`config.mk`:
```
export PLATFORM = sky130hd
export DESIGN_NAME = nz_lane_sequencer
export DESIGN_NICKNAME = d
export VERILOG_FILES = /design/src/rtl/nz_lane_sequencer.sv
export SDC_FILE = /design/constraint.sdc
export NUM_CORES = 1
export LEC_CHECK = 0
export ABC_AREA = 0
export ABC_CLOCK_PERIOD_IN_PS = 5500
export BUFFER_PORTS_ARGS = -buffer_cell sky130_fd_sc_hd__buf_4
export CORE_AREA = 2 2 86 88
export CTS_CLUSTER_DIAMETER = 100
export DETAILED_ROUTE_END_ITERATION = 16
export DIE_AREA = 0 0 88 90
export HOLD_SLACK_MARGIN = 0.05
export PLACE_DENSITY = 0.72
export SLEW_MARGIN = 10
export SYNTH_ARGS = -nofsm -noshare
export SYNTH_HDL_FRONTEND = slang
export SYNTH_SLANG_ARGS = --single-unit
```
`constraint.sdc`:
```
create_clock -name clk -period 5.5 [get_ports clk]
set_input_delay 0.275 -clock clk [delete_from_list [all_inputs] [get_ports clk]]
set_output_delay 0.275 -clock clk [all_outputs]
set_load 0.01 [all_outputs]
```
`src/rtl/nz_lane_sequencer.sv`:
```
// rtl/nz_lane_sequencer.sv - zero-skipping lane index scheduler, MSB lane first
module nz_lane_sequencer #(
   parameter int WIDTH = 32,
   parameter int IDX_W = 5,
   parameter int TAG_W = 8
) (
   input  logic             clk,
   input  logic             rst_n,
   input  logic             i_flush,
   input  logic             i_valid,
   output logic             o_ready,
   input  logic [WIDTH-1:0] i_mask,
   input  logic [TAG_W-1:0] i_tag,
   output logic             o_valid,
   input  logic             i_ready,
   output logic [IDX_W-1:0] o_idx,
   output logic [TAG_W-1:0] o_tag,
   output logic             o_last,
   output logic             o_zero,
   output logic [IDX_W:0]   o_cnt
);

   typedef enum logic [1:0] {IDLE, RUN, ZERO} state_t;

   state_t             state_q, state_d;
   logic [WIDTH-1:0]   residual_q, residual_d;
   logic [TAG_W-1:0]   tag_q, tag_d;
   logic [IDX_W:0]     cnt_q, cnt_d;

   logic [WIDTH-1:0]   lz_v;
   logic [IDX_W-1:0]   lzc;
   logic [IDX_W-1:0]   run_idx;
   logic               run_last;
   logic               beat_hs;
   logic               accept;

   // Five-level leading-zero tree: each level halves the window still in question.
   always_comb begin
      lz_v = residual_q;
      lzc  = '0;
      if (lz_v[31:16] == 16'd0) begin lzc[4] = 1'b1; lz_v = lz_v << 16; end
      if (lz_v[31:24] == 8'd0)  begin lzc[3] = 1'b1; lz_v = lz_v << 8;  end
      if (lz_v[31:28] == 4'd0)  begin lzc[2] = 1'b1; lz_v = lz_v << 4;  end
      if (lz_v[31:30] == 2'd0)  begin lzc[1] = 1'b1; lz_v = lz_v << 2;  end
      if (lz_v[31] == 1'b0)     begin lzc[0] = 1'b1; end
   end

   assign run_idx  = IDX_W'(WIDTH - 1) - lzc;
   assign run_last = (residual_q & (residual_q - WIDTH'(1))) == '0;

   always_comb begin
      o_valid = (state_q != IDLE);
      o_idx   = (state_q == RUN) ? run_idx : '0;
      o_last  = (state_q == RUN) ? run_last : (state_q == ZERO);
      o_zero  = (state_q == ZERO);
      o_cnt   = (state_q == RUN) ? cnt_q : '0;
      o_tag   = tag_q;
   end

   assign beat_hs = o_valid & i_ready;
   // Ready also opens on the final handshake so groups run back to back.
   assign o_ready = rst_n & ~i_flush & ((state_q == IDLE) | (beat_hs & o_last));
   assign accept  = i_valid & o_ready;

   always_comb begin
      state_d    = state_q;
      residual_d = residual_q;
      tag_d      = tag_q;
      cnt_d      = cnt_q;
      if (i_flush) begin
         state_d    = IDLE;
         residual_d = '0;
         cnt_d      = '0;
      end else begin
         if (beat_hs) begin
            if (state_q == RUN) begin
               residual_d = residual_q & ~(WIDTH'(1) << run_idx);
               cnt_d      = cnt_q + 1'b1;
            end
            if (o_last) state_d = IDLE;
         end
         if (accept) begin
            tag_d      = i_tag;
            cnt_d      = '0;
            residual_d = i_mask;
            state_d    = (i_mask != '0) ? RUN : ZERO;
         end
      end
   end

   always_ff @(posedge clk or negedge rst_n) begin
      if (!rst_n) begin
         state_q    <= IDLE;
         residual_q <= '0;
         tag_q      <= '0;
         cnt_q      <= '0;
      end else begin
         state_q    <= state_d;
         residual_q <= residual_d;
         tag_q      <= tag_d;
         cnt_q      <= cnt_d;
      end
   end

endmodule

```
==> implementation parameters, run 1 <==
Parameter                              Value

Setup path
  Delay of the slowest cell on the worst path    approximately 660 ps
  Endpoint kind of the worst setup timing path    flop
  Cell chain of the critical path    nor4_1 > nand4_1 > o32ai_1 > a21oi_1 > or4_4 > or2_1 > o21ai_2 > buf_4 > mux2_2
  Worst Path Required    around 5700 ps
  Crit path kind    reg -> reg
  Critical-path maximum fanout    16
  Data arrival time of the critical path    4500 ps
  Nature of the critical path startpoint    flop
  Slowest stage cell on the critical path    sky130_fd_sc_hd__nor4_1

Yosys
  Syn Nets    between 400 and 500
  Post-Syn Area per Cell    slightly below 9 um2
  Fraction of registers with async set/reset    100%
  Cell taking the most area after synthesis    sky130_fd_sc_hd__dfrtp_1
  Flip-flop cell with the highest count after synthesis    sky130_fd_sc_hd__dfrtp_1
  Synthesis-stage register bit count    48
  Synthesized cell area    between 3000 and 4000 um2
  Most instantiated cells after synthesis    48 x sky130_fd_sc_hd__dfrtp_1, 45 x sky130_fd_sc_hd__o21ai_0, 33 x sky130_fd_sc_hd__nor2_1
  Number of enable flip-flop cells after synthesis    0
  Top area cells in the synthesized netlist    sky130_fd_sc_hd__dfrtp_1 36%, sky130_fd_sc_hd__o21ai_0 6.7%, sky130_fd_sc_hd__mux2_2 4.0%
  Most common cell in the netlist    sky130_fd_sc_hd__dfrtp_1
  Post-synthesis cell count    388
  Number of unique standard cell types used by synthesis    60
  Synthesis Warnings    0
  Share of the synthesized area in the top cell type    35.6%
  Sequential fraction of the synthesis area    a little over a third

Finish
  Non-Filler Cell Area, Final    around 4100 um2
  Antenna diode instance count    0
  Layout net count    around 490
  Relative area change from synthesis to final layout    20.1%
  Fraction of final layout cells sized beyond drive strength 1    between 20 and 30%

Place
  Number of I/O port buffers    67
  GP Congestion    around 1.1
  Dpl hpwl    just under 9000 um
  Cell area reported after detailed placement    ~3900 um2

Floorplan
  Floorplan row count    31
  Top Ports    68
  Core Box Area    around 7000 um2
  Die area    7920 um2
  Die Y    about 90 um
  Width of the die    a little under 90 um
  Effective utilization at floorplan    48.1%

Drt
  DR pass1 iterations    5
  Wire per inst    21.4 um
  Vias per cell    ~6.6
  Iter 0 DRT Violations    371
  Final routed DRC violation total    0
  Number of vias after detailed routing    about 3600
  DRT Wirelength    around 12000 um
  Post-route ant nets    0

Hold path
  Worst min-delay path category    in -> reg

Clock tree
  Clock transition at the registers of the reported paths    90 ps
  Max H-tree Level    2
  TritonCTS Buffers    5
  Master cell of the clock root buffer    sky130_fd_sc_hd__clkbuf_8
  Worst-skew pair later-pin latency    between 300 and 400 ps
  CTS tree    done
  Total number of clock tree sinks    48
  Max Root-Sink Buffers    2

Global route
  Tot GR Track Use    about 30%
  Wire length of the first global-routing pass    18300 um
  Antenna violations before repair    0
  Via count of the first global-routing pass    roughly 3500
  Pin count of the biggest net entering global routing    52
  Grt ovf    0

STA
  Relative slew margins    between 40 and 50%
  Number of pins exceeding their max-slew limit in the final report    0
  Actual transition at the worst max-transition pin    between 800 and 900 ps
  Share of the clock period used by the worst path    between 70% and 80%
  Final worst clock skew    about 8 ps
  Setup repair after global routing missed its margin    false
  Count of endpoints failing setup in the final report    0
  Number of endpoints with negative hold slack in the final report    0
  Period minus WS final    between 4000 and 5000 ps
  Post-route setup TNS    0 ps
  Timing-limited maximum frequency    between 200 and 250 MHz

Pwr
  Max IR drop VDD    around 0.13 mV
  Clock network power share    around a fifth
  Power Internal    between 600 and 700 uW
  Switching power share of the total    39.2%
  Leakage power of the design    approximately 1.7 nW
  Share of power burned in combinational logic    38.6%
  Sequential share of power    between 40% and 50%
  Net Switching    around 410 uW
  Pwr per Cell Area    259 nW/um2

Status
  Result of the run    complete, no violations

Run
  Max-capacitance violation count    0
## state kept, by name, indices dropped and copies added (netlist names)
| register | count |
|---|---|
| o_tag | 8 |
| state_q | 2 |
| cnt_q | 6 |
| residual_q | 32 |
## critical path: cells and delay by family, from the launching register on
kind	cells	cell delay [ps]
simple gates	4	2000
compound gates	3	1070
flops	1	460
mux	1	350
buf+inv	1	330
## power groups by stage
| stage | registers (mW) | clock network [mW] | logic [mW] |
|---|---|---|---|
| 2_1_floorplan | 0.419 | 0 | 0.229 |
| 3_3_place_gp | 0.425 | 0 | 0.394 |
| 3_5_place_dp | 0.425 | 0 | 0.390 |
| 4_1_cts | 0.419 | 0.230 | 0.393 |
| 5_1_grt | 0.425 | 0.242 | 0.428 |
| 6_report | 0.420 | 0.225 | 0.406 |
## placed cells by master, fill, tap and decap left out, types with 3 or more instances in the layout
cell type and instances:
sky130_fd_sc_hd__inv_1 17, sky130_fd_sc_hd__o41ai_1 3, sky130_fd_sc_hd__a41oi_1 4, sky130_fd_sc_hd__nand4_1 10, sky130_fd_sc_hd__buf_4 71, sky130_fd_sc_hd__o211ai_1 13, sky130_fd_sc_hd__nand3_1 14, sky130_fd_sc_hd__o32ai_1 3
sky130_fd_sc_hd__and3_1 4, sky130_fd_sc_hd__nor4_1 20, sky130_fd_sc_hd__or2_2 4, sky130_fd_sc_hd__mux2_2 12, sky130_fd_sc_hd__clkbuf_8 6, sky130_fd_sc_hd__a211oi_1 7, sky130_fd_sc_hd__o21ai_0 45, sky130_fd_sc_hd__a2111oi_0 3
sky130_fd_sc_hd__nand2_1 20, sky130_fd_sc_hd__a21oi_1 13, sky130_fd_sc_hd__a31oi_1 3, sky130_fd_sc_hd__and2_1 12, sky130_fd_sc_hd__mux2_4 8, sky130_fd_sc_hd__nor2_1 33, sky130_fd_sc_hd__or3_1 3, sky130_fd_sc_hd__dfrtp_1 48
sky130_fd_sc_hd__a311oi_1 4, sky130_fd_sc_hd__o31ai_1 5, sky130_fd_sc_hd__or4_4 4, sky130_fd_sc_hd__xor2_1 4, sky130_fd_sc_hd__nor3_1 14
## logic make-up (layout without fill, tap and decap cells)
family | after synthesis | count (layout) | share of synthesized area, %
simple gates | 148 | 148 | 24.3
compound gates | 128 | 128 | 25.7
flops | 48 | 48 | 35.6
buf+inv | 36 | 97 | 4.60
mux | 22 | 22 | 8.19
xor+xnor | 5 | 5 | 1.30
fa+ha+maj | 1 | 1 | 0.371
## final timing paths
path	start	endpoint	slack [ps]	depth (start not counted)
max	residual_q[8]	o_tag[5]	1190	9
min	i_tag[7]	o_tag[7]	190	2
max reg2reg	residual_q[8]	o_tag[5]	1190	9
min reg2reg	o_tag[7]	o_tag[7]	510	1
max in group asynchronous	rst_n	residual_q[2]	4510	2
min in group asynchronous	rst_n	o_tag[0]	550	2
## per-layer routing
| metal | GRT usage [%] | vias up | routed length (um) |
|---|---|---|---|
| li1 | - | 1628 | - |
| met1 | 43.4 | 1741 | 4860 |
| met2 | 44.4 | 222 | 5280 |
| met3 | 4.96 | 49 | 1040 |
| met4 | 13.2 | 0 | 570 |
| met5 | 0 | - | 0 |
## cell type report
class,count,area [um2]
inverters,17,63.8
clock buffers,7,86.3
fillers,611,2970
clock inverters,1,7.51
flip-flops and latches,48,1200
repair buffers,72,543
multi-input cells,304,2030
well taps,99,124
## metrics by stage
step | worst slack, ps | hold slack [ps] | cells | total power, mW | utilization (%)
after global placement | 1400 | 342 | 539 | 0.819 | 56.2
after detailed placement | 1300 | 348 | 539 | 0.815 | 56.2
after floorplan | 2140 | -20.6 | 388 | 0.648 | -
final | 1190 | 188 | 548 | 1.05 | 57.7
after CTS | 1270 | 187 | 548 | 1.04 | 57.7
after global routing | 940 | 184 | 548 | 1.10 | 57.7
## what timing repair did
action	CTS	global route
buffers inserted	0	0
hold buffers	1	0
resized for setup	0	0
endpoints found under the hold margin	48	0
Note: power is estimated with default switching activity, not from simulation.
==> inputs of run 2 (changes only) <==
--- a/config.mk
+++ b/config.mk
@@ -6,14 +6,14 @@
 export NUM_CORES = 1
 export LEC_CHECK = 0
 export ABC_AREA = 0
-export ABC_CLOCK_PERIOD_IN_PS = 5500
+export ABC_CLOCK_PERIOD_IN_PS = 3800
 export BUFFER_PORTS_ARGS = -buffer_cell sky130_fd_sc_hd__buf_4
 export CORE_AREA = 2 2 86 88
 export CTS_CLUSTER_DIAMETER = 100
 export DETAILED_ROUTE_END_ITERATION = 16
 export DIE_AREA = 0 0 88 90
 export HOLD_SLACK_MARGIN = 0.05
-export PLACE_DENSITY = 0.72
+export PLACE_DENSITY = 0.74
 export SLEW_MARGIN = 10
 export SYNTH_ARGS = -nofsm -noshare
 export SYNTH_HDL_FRONTEND = slang
==> constraint.sdc (replaced) <==
create_clock -name clk -period 3.8 [get_ports clk]
set_input_delay 0.19 -clock clk [delete_from_list [all_inputs] [get_ports clk]]
set_output_delay 0.19 -clock clk [all_outputs]
set_load 0.01 [all_outputs]
==> implementation parameters, run 2 (same netlist as run 1, synthesis figures left out) <==
Parameter                              Value

Finish
  Leading cell type in the layout, fill and taps excluded    sky130_fd_sc_hd__buf_4 (unchanged)
  Antenna diode instance count    0 (unchanged)
  Relative area change from synthesis to final layout    27.7% (was 20.1%)
  Fraction of final layout cells sized beyond drive strength 1    30.3% (was 25.2%)
  Most flops, register    residual_q (unchanged)
  FILL cells    606 (was 611)
  Number of flip-flops under the largest register name    32 (unchanged)
  Final Core Density    61.4% (was 57.7%)
  Layout net count    527 (was 494)
  Post-layout instance count excluding filler cells    581 (was 548)
  Commonest non-fill, non-tap cells in the layout    103 x sky130_fd_sc_hd__buf_4, 48 x sky130_fd_sc_hd__dfrtp_1, 45 x sky130_fd_sc_hd__o21ai_0 (was 71 x sky130_fd_sc_hd__buf_4, 48 x sky130_fd_sc_hd__dfrtp_1, 45 x sky130_fd_sc_hd__o21ai_0)

Clock tree
  Clock transition at the registers of the reported paths    90 ps (about the same)
  Max Root-Sink Buffers    2 (unchanged)
  Worst-skew pair later-pin latency    300 ps (was 310 ps)
  Total number of clock tree sinks    48 (unchanged)
  CTS tree    done (unchanged)
  Max H-tree Level    2 (unchanged)
  Buffers inserted during post-CTS setup optimization    0 (unchanged)
  Master cell of the clock root buffer    sky130_fd_sc_hd__clkbuf_8 (unchanged)
  TritonCTS Buffers    5 (unchanged)

Setup path
  Crit path launch    residual_q[8] (unchanged)
  Register-to-Register Path Depth    9 (unchanged)
  Crit path kind    reg -> reg (unchanged)
  Reg-to-reg slack, setup    200 ps (was 1190 ps)
  FF-to-FF Start    residual_q[8] (unchanged)
  Endpoint kind of the worst setup timing path    flop (unchanged)
  Crit path capture    o_tag[0] (was o_tag[5])
  RR Endpoint    o_tag[0] (was o_tag[5])
  Critical-path maximum fanout    14 (was 16)
  Data arrival time of the critical path    3800 ps (was 4500 ps)
  Worst Path Required    3990 ps (was 5690 ps)
  Nature of the critical path startpoint    flop (unchanged)

Global route
  Global routing usage on met1    47.1% (was 43.4%)
  Tot GR Track Use    32.5% (was 30.2%)
  Routing usage on met3    4.59% (was 4.96%)
  Met2 Track Usage GR    48.4% (was 44.4%)
  Wire length of the first global-routing pass    19700 um (was 18300 um)
  Antenna violations before repair    0 (unchanged)
  Peak-usage layer in the global routing report    met2 (unchanged)
  Pin count of the biggest net entering global routing    52 (unchanged)
  Grt ovf    0 (unchanged)
  Via count of the first global-routing pass    3582 (was 3485)

STA
  Relative slew margins    49.0% (was 43.5%)
  Setup ws final    197 ps (was 1190 ps)
  Count of endpoints failing setup in the final report    0 (unchanged)
  Number of pins exceeding their max-slew limit in the final report    0 (unchanged)
  Setup repair after global routing missed its margin    false (unchanged)
  Final worst clock skew    6.80 ps (was 7.97 ps)
  Period minus WS final    3600 ps (was 4310 ps)
  Number of endpoints with negative hold slack in the final report    0 (unchanged)
  Actual transition at the worst max-transition pin    759 ps (was 840 ps)
  Share of the clock period used by the worst path    94.8% (was 78.3%)
  Post-route setup TNS    0 ps (unchanged)
  Timing-limited maximum frequency    278 MHz (was 232 MHz)

Pwr
  Leakage power of the design    1.92 nW (was 1.75 nW)
  Net Switching    607 uW (was 412 uW)
  Switching power share of the total    38.7% (was 39.2%)
  Pwr per Cell Area    364 nW/um2 (was 259 nW/um2)
  Sequential share of power    38.2% (was 40.0%)
  Clock network power share    19.7% (was 21.4%)
  Power Internal    961 uW (was 639 uW)
  Share of power burned in combinational logic    42.0% (was 38.6%)
  Final total power    1.57 mW (was 1.05 mW)
  Max IR drop VDD    0.272 mV (was 0.131 mV)

Drt
  DRT Wirelength    12400 um (was 11700 um)
  Iter 0 DRT Violations    446 (was 371)
  Final routed DRC violation total    0 (unchanged)
  DR pass1 iterations    5 (unchanged)
  Vias per cell    6.46 (was 6.64)
  Post-route ant nets    0 (unchanged)
  Wire per inst    21.4 um (about the same)
  Number of vias after detailed routing    3756 (was 3640)

Floorplan
  Width of the die    88 um (unchanged)
  Effective utilization at floorplan    48.1% (unchanged)
  Core Box Area    7020 um2 (unchanged)
  Floorplan row count    31 (unchanged)
  Die Y    90 um (unchanged)
  Die area    7920 um2 (unchanged)
  Top Ports    68 (unchanged)

Place
  GP Congestion    1.05 (was 1.14)
  Dpl hpwl    9610 um (was 8860 um)
  Number of I/O port buffers    67 (unchanged)
  Worst setup slack before clock tree synthesis    250 ps (was 1300 ps)
  Post-Place Cells    572 (was 539)

Status
  Result of the run    complete, no violations (unchanged)

Hold path
  Worst min-delay path category    in -> reg (unchanged)

Run
  Max-capacitance violation count    0 (unchanged)
-- run 2: cell count changes in the layout (fill, tap and decap cells not counted), sizes merged --
cell    before  now
clkbuf       7    6
buf         71  104
clkinv       0    1
-- run 2: worst max-delay path: stages (launching register included) --
cell	delay (ps)
sky130_fd_sc_hd__dfrtp_1	460
sky130_fd_sc_hd__or4_4	570
sky130_fd_sc_hd__or4_4	540
sky130_fd_sc_hd__o32ai_2	270
sky130_fd_sc_hd__o2111ai_1	150
sky130_fd_sc_hd__or4_4	480
sky130_fd_sc_hd__or2_1	300
sky130_fd_sc_hd__o21ai_2	220
sky130_fd_sc_hd__buf_12	170
sky130_fd_sc_hd__mux2_2	330
-- run 2: metrics by stage --
stage          area [um2]  hold slack (ps)
2_1_floorplan        3370             -106
4_1_cts              4310             93.2
6_report             4310              102
3_3_place_gp         4210              247
5_1_grt              4310             86.5
3_5_place_dp         4210              259
-- run 2: power groups by stage --
| stage | Sequential (mW) | Clock [mW] | Combinational, mW |
|---|---|---|---|
| 2_1_floorplan | 0.607 | 0 | 0.331 |
| 3_3_place_gp | 0.606 | 0 | 0.643 |
| 3_5_place_dp | 0.607 | 0 | 0.637 |
| 4_1_cts | 0.597 | 0.318 | 0.640 |
| 5_1_grt | 0.604 | 0.338 | 0.699 |
| 6_report | 0.599 | 0.309 | 0.659 |
-- run 2: final cells by class --
cell class / instances / area, um2 / area share, %
clock buffer: 6 / 72.6 / 1.68
multi-input combinational: 304 / 2030 / 47.1
sequential: 48 / 1200 / 27.9
clock inverter: 2 / 16.3 / 0.378
inverter: 17 / 63.8 / 1.48
tap: 99 / 124 / 2.88
timing repair buffer: 105 / 803 / 18.6
-- run 2: routing by layer --
metal	part of all wire [%]	up-vias	wire length (um)
met5	0	-	0
met4	5.2	0	651
met3	7.6	54	944
met2	45	233	5620
met1	42	1782	5190
li1	-	1687	-
-- run 2: what timing repair did --
item,CTS,global route
resized for setup,0,0
endpoints found under the hold margin,48,0
hold buffers,1,0
-- run 2: worst min path at each step --
| stage | start | endpoint | slack [ps] | cells past startpoint |
|---|---|---|---|---|
| 2_1_floorplan | rst_n | cnt_q[0] | -110 | 0 |
| 3_3_place_gp | rst_n | o_tag[6] | 250 | 1 |
| 3_5_place_dp | rst_n | o_tag[6] | 260 | 1 |
| 4_1_cts | i_tag[7] | o_tag[7] | 90 | 2 |
| 5_1_grt | i_tag[7] | o_tag[7] | 90 | 2 |
| 6_report | i_tag[7] | o_tag[7] | 100 | 2 |
